--- src/rtl/mem_pkg.sv ---
`default_nettype none
// +----------------------------------------------------------------------+
// | mem_pkg : shared widths, size encodings and FSM states for           |
// |           mem_access_unit.                                            |
// | Revision: 1.0                                                        |
// +----------------------------------------------------------------------+
package mem_pkg;

  localparam int AW = 32;
  localparam int DW = 32;

  localparam logic [1:0] SZ_BYTE = 2'b00;
  localparam logic [1:0] SZ_HALF = 2'b01;
  localparam logic [1:0] SZ_WORD = 2'b10;

  typedef enum logic [2:0] {
    S_IDLE   = 3'd0,
    S_RD     = 3'd1,
    S_RMW_RD = 3'd2,
    S_WR     = 3'd3,
    S_DONE   = 3'd4
  } state_t;

  // The reserved size code is reported the same way as a misaligned access.
  function automatic logic misaligned(input logic [1:0] size, input logic [1:0] lsb);
    case (size)
      SZ_BYTE: misaligned = 1'b0;
      SZ_HALF: misaligned = lsb[0];
      SZ_WORD: misaligned = |lsb;
      default: misaligned = 1'b1;
    endcase
  endfunction

endpackage
`default_nettype wire

--- src/rtl/lane_merge.sv ---
`default_nettype none
// +----------------------------------------------------------------------+
// | lane_merge : little-endian byte/half insert for stores and           |
// |              extract + zero/sign extend for loads.                   |
// | Revision: 1.0                                                        |
// +----------------------------------------------------------------------+
module lane_merge
  import mem_pkg::*;
#(
  parameter int DW = 32
) (
  input  logic [DW-1:0] word,
  input  logic [DW-1:0] wdata,
  input  logic [1:0]    size,
  input  logic [1:0]    lsb,
  input  logic          sign_ext,
  output logic [DW-1:0] merged,
  output logic [DW-1:0] extracted
);

  logic [7:0]  w_byte;
  logic [15:0] w_half;

  assign w_byte = word[{lsb, 3'b000} +: 8];
  assign w_half = word[{lsb[1], 4'b0000} +: 16];

  always_comb begin
    merged = word;
    case (size)
      SZ_BYTE: merged[{lsb, 3'b000} +: 8]     = wdata[7:0];
      SZ_HALF: merged[{lsb[1], 4'b0000} +: 16] = wdata[15:0];
      default: merged = wdata;
    endcase
  end

  always_comb begin
    case (size)
      SZ_BYTE: extracted = {{(DW-8){sign_ext & w_byte[7]}}, w_byte};
      SZ_HALF: extracted = {{(DW-16){sign_ext & w_half[15]}}, w_half};
      default: extracted = word;
    endcase
  end

endmodule
`default_nettype wire

--- src/rtl/mem_access_unit.sv ---
`default_nettype none
// +----------------------------------------------------------------------+
// | mem_access_unit : MEM-stage to word-wide data memory controller with |
// |                   sub-word read-modify-write stores.                 |
// | Revision: 1.0                                                        |
// +----------------------------------------------------------------------+
module mem_access_unit
  import mem_pkg::*;
#(
  parameter int AW = mem_pkg::AW,
  parameter int DW = mem_pkg::DW
) (
  input  logic          clk,
  input  logic          rst,
  input  logic          req_valid,
  input  logic          req_write,
  input  logic [1:0]    req_size,
  input  logic          req_signed,
  input  logic [AW-1:0] req_addr,
  input  logic [DW-1:0] req_wdata,
  output logic          stall,
  output logic          resp_valid,
  output logic [DW-1:0] resp_rdata,
  output logic          resp_err,
  output logic [AW-1:0] address,
  output logic [DW-1:0] writedata,
  output logic          memwrite,
  output logic          memread,
  input  logic [DW-1:0] readdata
);

  state_t        r_state;
  state_t        w_next;
  logic          r_err;
  logic [DW-1:0] r_rdata;
  logic [DW-1:0] r_wdata;
  logic          w_mis;
  logic          w_rd;
  logic          w_wr;
  logic          w_done;
  logic [DW-1:0] w_merged;
  logic [DW-1:0] w_extracted;

  assign w_mis = misaligned(req_size, req_addr[1:0]);

  lane_merge #(.DW(DW)) u_lane_merge (
    .word      (readdata),
    .wdata     (req_wdata),
    .size      (req_size),
    .lsb       (req_addr[1:0]),
    .sign_ext  (req_signed),
    .merged    (w_merged),
    .extracted (w_extracted)
  );

  always_ff @(posedge clk or posedge rst) begin
    if (rst) r_state <= S_IDLE;
    else     r_state <= w_next;
  end

  always_comb begin
    w_next = r_state;
    case (r_state)
      S_IDLE: begin
        if (req_valid) begin
          if (w_mis)                    w_next = S_DONE;
          else if (!req_write)          w_next = S_RD;
          else if (req_size == SZ_WORD) w_next = S_WR;
          else                          w_next = S_RMW_RD;
        end
      end
      S_RD:     w_next = S_DONE;
      S_RMW_RD: w_next = S_WR;
      S_WR:     w_next = S_DONE;
      default:  w_next = S_IDLE;
    endcase
  end

  // Strobes decode from state alone so reset drops them without a clock edge.
  always_comb begin
    w_rd   = (r_state == S_RD) || (r_state == S_RMW_RD);
    w_wr   = (r_state == S_WR);
    w_done = (r_state == S_DONE);
  end

  always_ff @(posedge clk or posedge rst) begin
    if (rst) begin
      r_err   <= 1'b0;
      r_rdata <= '0;
      r_wdata <= '0;
    end else begin
      case (r_state)
        S_IDLE: begin
          if (req_valid) begin
            r_err   <= w_mis;
            r_rdata <= '0;
            r_wdata <= req_wdata;
          end
        end
        S_RD:     r_rdata <= w_extracted;
        S_RMW_RD: r_wdata <= w_merged;
        default:  ;
      endcase
    end
  end

  assign memread    = w_rd;
  assign memwrite   = w_wr;
  assign resp_valid = w_done;
  assign resp_err   = w_done & r_err;
  assign resp_rdata = r_rdata;
  assign writedata  = r_wdata;
  assign address    = {req_addr[AW-1:2], 2'b00};
  assign stall      = req_valid & ~resp_valid;

endmodule
`default_nettype wire

--- config.mk ---
export PLATFORM = sky130hd
export DESIGN_NAME = mem_access_unit
export DESIGN_NICKNAME = d
export VERILOG_FILES = /design/src/rtl/mem_pkg.sv /design/src/rtl/lane_merge.sv /design/src/rtl/mem_access_unit.sv
export SDC_FILE = /design/constraint.sdc
export NUM_CORES = 1
export LEC_CHECK = 0
export ABC_CLOCK_PERIOD_IN_PS = 3900
export CAP_MARGIN = 20
export CORE_MARGIN = 10
export CORE_UTILIZATION = 48
export CTS_BUF_LIST = sky130_fd_sc_hd__clkbuf_2
export CTS_CLUSTER_DIAMETER = 50
export DETAILED_ROUTE_END_ITERATION = 12
export PLACE_DENSITY_LB_ADDON = 0.12
export SYNTH_ARGS = -nofsm -noshare
export SYNTH_HDL_FRONTEND = slang
export SYNTH_HIERARCHICAL = 1
export SYNTH_SLANG_ARGS = --single-unit
--- constraint.sdc ---
create_clock -name clk -period 3.9 [get_ports clk]
set_input_delay 0.39 -clock clk [delete_from_list [all_inputs] [get_ports clk]]
set_output_delay 0.39 -clock clk [all_outputs]
set_load 0.05 [all_outputs]
## Word-level counts from Yosys, hierarchy flattened

Index checks and enable logic that the tools add are counted.

- Register bits after elaboration: 68
- Input port bits: 103

- $add $sub $neg: 2
- Equality and inequality tests: 7
- Shift operators: 6
- Mux-type cells: 14
- Bitwise logic cells: 5
- Reduce and logical (&&, ||, !) cells: 10

Operator list:

| operator | number |
|---|---|
| $pmux 32 s2 | 4 |
| $bwmux 32 | 2 |
| $mux 32 | 2 |
| $shift 16x7->32 const A | 1 |
| $shift 8x7->32 const A | 1 |
| $shiftx 16x7->32 | 1 |
| $shiftx 32x6->16 | 1 |
| $shiftx 32x6->8 | 1 |
| $shiftx 8x7->32 | 1 |
| $neg 5->7 | 2 |
| $pmux 3 s3 | 1 |
| $eq 3x2->1 const B | 2 |
| $mux 3 | 2 |
| $reduce_and 2->1 | 3 |
| $and 1x1->1 | 4 |
| $reduce_bool 2->1 | 2 |
| $reduce_or 2->1 | 2 |
| $eq 3x1->1 const B | 1 |
| $eq 3x3->1 const B | 1 |
| $logic_not 3->1 | 1 |
| $pmux 1 s3 | 1 |
| $eq 2x1->1 const B | 1 |
| $eq 2x2->1 const B | 1 |
| $logic_not 2->1 | 1 |
| 5 further kinds | 5 |

## Depth between registers and ports, before layout

- Depth in word-level cells: 6
- Mapped depth: 10
- Mapped depth without buffers: 8

## Modules after synthesis

Netlist, hierarchy kept.

By module, submodules not included:

| module | times used | cells an instance | area an instance (µm²) |
|---|---|---|---|
| mem_access_unit | 1 | 236 | 3193.1 |
| lane_merge | 1 | 251 | 1609.0 |

## Worst setup path before layout

Ideal clock, no wire load.

- Path kind: reg2out
- From: reg r_state[2]
- To: out resp_err
- Arrival: 2.275 ns
- Required time: 3.510 ns
- Path slack: 1.235 ns
- Cell stages (with the launch flop): 3
- Cells stage by stage: dfrtp_1 nor3b_1 and2_1

- Longest elaborated chain between the ends: 2

Ends and longest elaborated chain:

| what | line | source |
|---|---|---|
| start, declared | mem_access_unit.sv:32 | `state_t r_state;` |
| start signal, assigned | mem_access_unit.sv:58 | `else r_state <= w_next;` |
| $eq 3x3->1 | mem_access_unit.sv:83 | `w_done = (r_state == S_DONE);` |
| named net resp_valid | mem_access_unit.sv:22 | `output logic resp_valid,` |
| $and 1x1->1 | mem_access_unit.sv:110 | `assign resp_err = w_done & r_err;` |
| end, declared | mem_access_unit.sv:24 | `output logic resp_err,` |

The timed path passes the listed nets, and every way through them passes these cells.

## Worst setup path after layout

- From: reg r_state[1]
- To: out memread

- Longest elaborated chain between the ends: 2

Ends and longest elaborated chain:

| what | line | source |
|---|---|---|
| $eq 3x1->1 or $eq 3x2->1 (tied branches) | mem_access_unit.sv:81 | `w_rd = (r_state == S_RD) \|\| (r_state == S_RMW_RD);` |
| $logic_or 1x1->1 (*) | mem_access_unit.sv:81 |  |
| end, declared | mem_access_unit.sv:28 | `output logic memread,` |

Mark *: on every way between the ends. The rest lies on a longest branch, timed or not.

==> flow_metrics.env <==
export IMPL_cts_resized=0
export IMPL_io_pins=204
export IMPL_cts_hold_fix_buffers=0
export IMPL_clock_path_buffers=2
export IMPL_vias=4286
export IMPL_rows=36
export IMPL_postSynthAreaPerCell_um2=9.86
export IMPL_drive_gt1_frac=0.214
export IMPL_hold_viol=0
export IMPL_arrival_ps=2660
export IMPL_grt_use_met2=0.356
export IMPL_synth_ff_type="dfrtp_1"
export IMPL_postRouteAntennaNets=0
export IMPL_internal_power_w=0.00240
export IMPL_grtUsageTotal=0.225
export IMPL_postCtsSetupRepairBufs=0
export IMPL_clkTransAtPathRegs_ps=210
export IMPL_yosysSeqAreaShare=0.354
export IMPL_finClkSkew_ps=29.1
export IMPL_routed_via_density=5.90
export IMPL_worst_slew_pin_slew_ps=881
export IMPL_dp_hpwl_mm=12.6
export IMPL_die_x_um=120
export IMPL_antenna_found_initial=0
export IMPL_period_share=0.781
export IMPL_p_comb_frac=0.636
export IMPL_grt_start_max_net_pins=54
export IMPL_power_leakage_nw=2.72
export IMPL_nNetsFinal=697
export IMPL_yosys_warnings=6
export IMPL_synth_cell_area_um2=4800
export IMPL_synth_edf_count=0
export IMPL_required_ps=3510
export IMPL_setup_violations=0
export IMPL_placement_io_buffers=141
export IMPL_grt_pass1_wl_mm=25.9
export IMPL_antenna_cells=0
export IMPL_status="finished clean"
export IMPL_dp_cells=710
export IMPL_grt_met1_usage=0.288
export IMPL_cp_max_fo=33
export IMPL_syn_to_final_growth_pct=29.7
export IMPL_fmax_ghz=0.328
export IMPL_drv_slew=0
export IMPL_cts_tree="done"
export IMPL_grt_pass1_vias=4471
export IMPL_power_density_nw_per_um2=765
export IMPL_crit_type="flip-flop to primary output"
export IMPL_hp_class="input pin to asynchronous set/reset pin"
export IMPL_gp_congestion=0.888
export IMPL_power_switching_w=0.00236
export IMPL_initial_core_util=0.491
export IMPL_relSlewSlack=0.409
export IMPL_finalCriticalPeriod_ps=3050
export IMPL_start_kind="flip-flop"
export IMPL_first_pass_iters=8
export IMPL_die_area_um2=14400
export IMPL_final_cells=727
export IMPL_tns_ps=0
export IMPL_pwr_share_seq=0.263
export IMPL_ir_drop_v=0.000436
export IMPL_max_cap_violations=0
export IMPL_end_kind="primary output"
export IMPL_postSynthCellCount=487
export IMPL_drtIter0Drc=417
export IMPL_ys_async_sr_fraction=1.00
export IMPL_gr_total_overflow=0
export IMPL_busiest_layer="met2"
export IMPL_grt_met3_usage=0.0591
export IMPL_routed_wl_mm=16.7
export IMPL_switching_share=0.496
export IMPL_drc_errors=0
export IMPL_pwr_share_clk=0.101
export IMPL_clk_latency_ps=510
export IMPL_clock_sinks=68
export IMPL_cts_made_buffers=9
export IMPL_htree_num_levels=3
export IMPL_die_y_um=120
export IMPL_synth_cell_types=50
export IMPL_fin_total_pwr_w=0.00476
export IMPL_clockRootBuffer="clkbuf_2"
export IMPL_core_area_um2=9770
export IMPL_rsz0062_at_grt="no"
export IMPL_wl_per_cell_um=23.0
export IMPL_ys_ff_latch=68
[logic make-up (layout without fill, tap and decap cells)]
group / after synthesis / after routing / share of synthesized area
AO/OA/AOI/OAI: 123 / 123 / 0.206
adder cells (fa/ha/maj): 5 / 5 / 0.0130
buffers and inverters: 80 / 186 / 0.0964
flip-flops: 68 / 68 / 0.354
multiplexers: 86 / 86 / 0.201
other: 1 / 2 / 0.000781
AND/OR/NAND/NOR: 124 / 124 / 0.128
[per-stage QoR]
step	util	instance area [µm²]	worst slack [ps]	hold slack, ps
after CTS	0.635	6210	796	405
after detailed placement	0.622	6080	696	482
final	0.637	6230	853	77.1
after global routing	0.637	6230	667	60.7
after floorplan	-	4810	1230	470
after global placement	0.620	6060	794	481
[flip-flops by register name (all words and copies together), names as in the netlist]
| signal | cells |
|---|---|
| resp_rdata | 32 |
| writedata | 32 |
| r_state | 3 |
| r_err | 1 |
[placed cells by master, fill, tap and decap left out, types with 3 or more instances in the layout]
cell type and count:
a221o_1 12, a221o_2 7, o21ai_0 19, a222oi_1 8, a22o_1 49, inv_1 15, mux2i_1 3, buf_4 10
nor2_1 9, clkinv_2 3, mux2_1 8, nand2b_1 5, nand2_1 78, or2_2 3, a22oi_1 8, a21oi_1 9
clkbuf_2 10, dfrtp_1 68, nor2b_1 9, clkdlybuf4s50_1 140, ha_1 5, mux2_2 75
[synthesized netlist by cell type, types with 5 or more instances]
cell,n,area [µm²]
nand2_1,78,293
mux2_2,75,845
dfrtp_1,68,1700
a22o_1,49,429
buf_4,33,248
o21ai_0,19,95.1
inv_1,16,60.1
buf_2,13,65.1
a221o_1,12,120
clkbuf_1,11,41.3
a21oi_1,9,45.0
nor2_1,9,33.8
nor2b_1,9,56.3
a222oi_1,8,80.1
a22oi_1,8,60.1
mux2_1,8,90.1
a221o_2,7,78.8
ha_1,5,62.6
nand2b_1,5,31.3
[final timing paths]
check,cells after the start,endpoint,from,slack [ps]
worst min register to register,1,resp_rdata[13]$_DFFE_PP0P_,resp_rdata[13]$_DFFE_PP0P_,520
worst max-delay path,4,memread,r_state[1]$_DFFE_PP0P_,850
worst min-delay path,2,r_state[2]$_DFFE_PP0P_,rst,80
max in group asynchronous,3,writedata[16]$_DFFE_PP0P_,rst,3190
min in group clk,3,r_state[1]$_DFFE_PP0P_,req_write,450
worst max register to register,4,writedata[20]$_DFFE_PP0P_,r_state[1]$_DFFE_PP0P_,1970
[power by group through the flow]
stage	Combinational, W	Sequential, W	Clock, W
3_3_place_gp	0.00299	0.00125	0
4_1_cts	0.00305	0.00125	0.000487
3_5_place_dp	0.00304	0.00126	0
5_1_grt	0.00317	0.00129	0.000523
2_1_floorplan	0.00105	0.00230	0
6_report	0.00303	0.00125	0.000483
[final cells by class]
| class | instances | area [µm²] |
|---|---|---|
| clock buffers | 10 | 50.0 |
| well taps | 133 | 166 |
| inverters | 17 | 63.8 |
| clock inverters | 6 | 78.8 |
| repair buffers | 153 | 1520 |
| flip-flops and latches | 68 | 1700 |
| fillers | 870 | 3550 |
| multi-input cells | 340 | 2650 |
[critical path: stages (launching register included)]
cell and delay, ps:
dfrtp_1 510, nor3b_4 210, buf_4 420, or2_2 190
clkdlybuf4s50_1 800
[per-layer routing]
layer / vias up / wire, µm
li1: 1957 / -
met1: 2114 / 7290
met2: 182 / 7860
met3: 33 / 1250
met4: 0 / 356
met5: - / 0
Note: power is estimated with default switching activity, not from simulation.
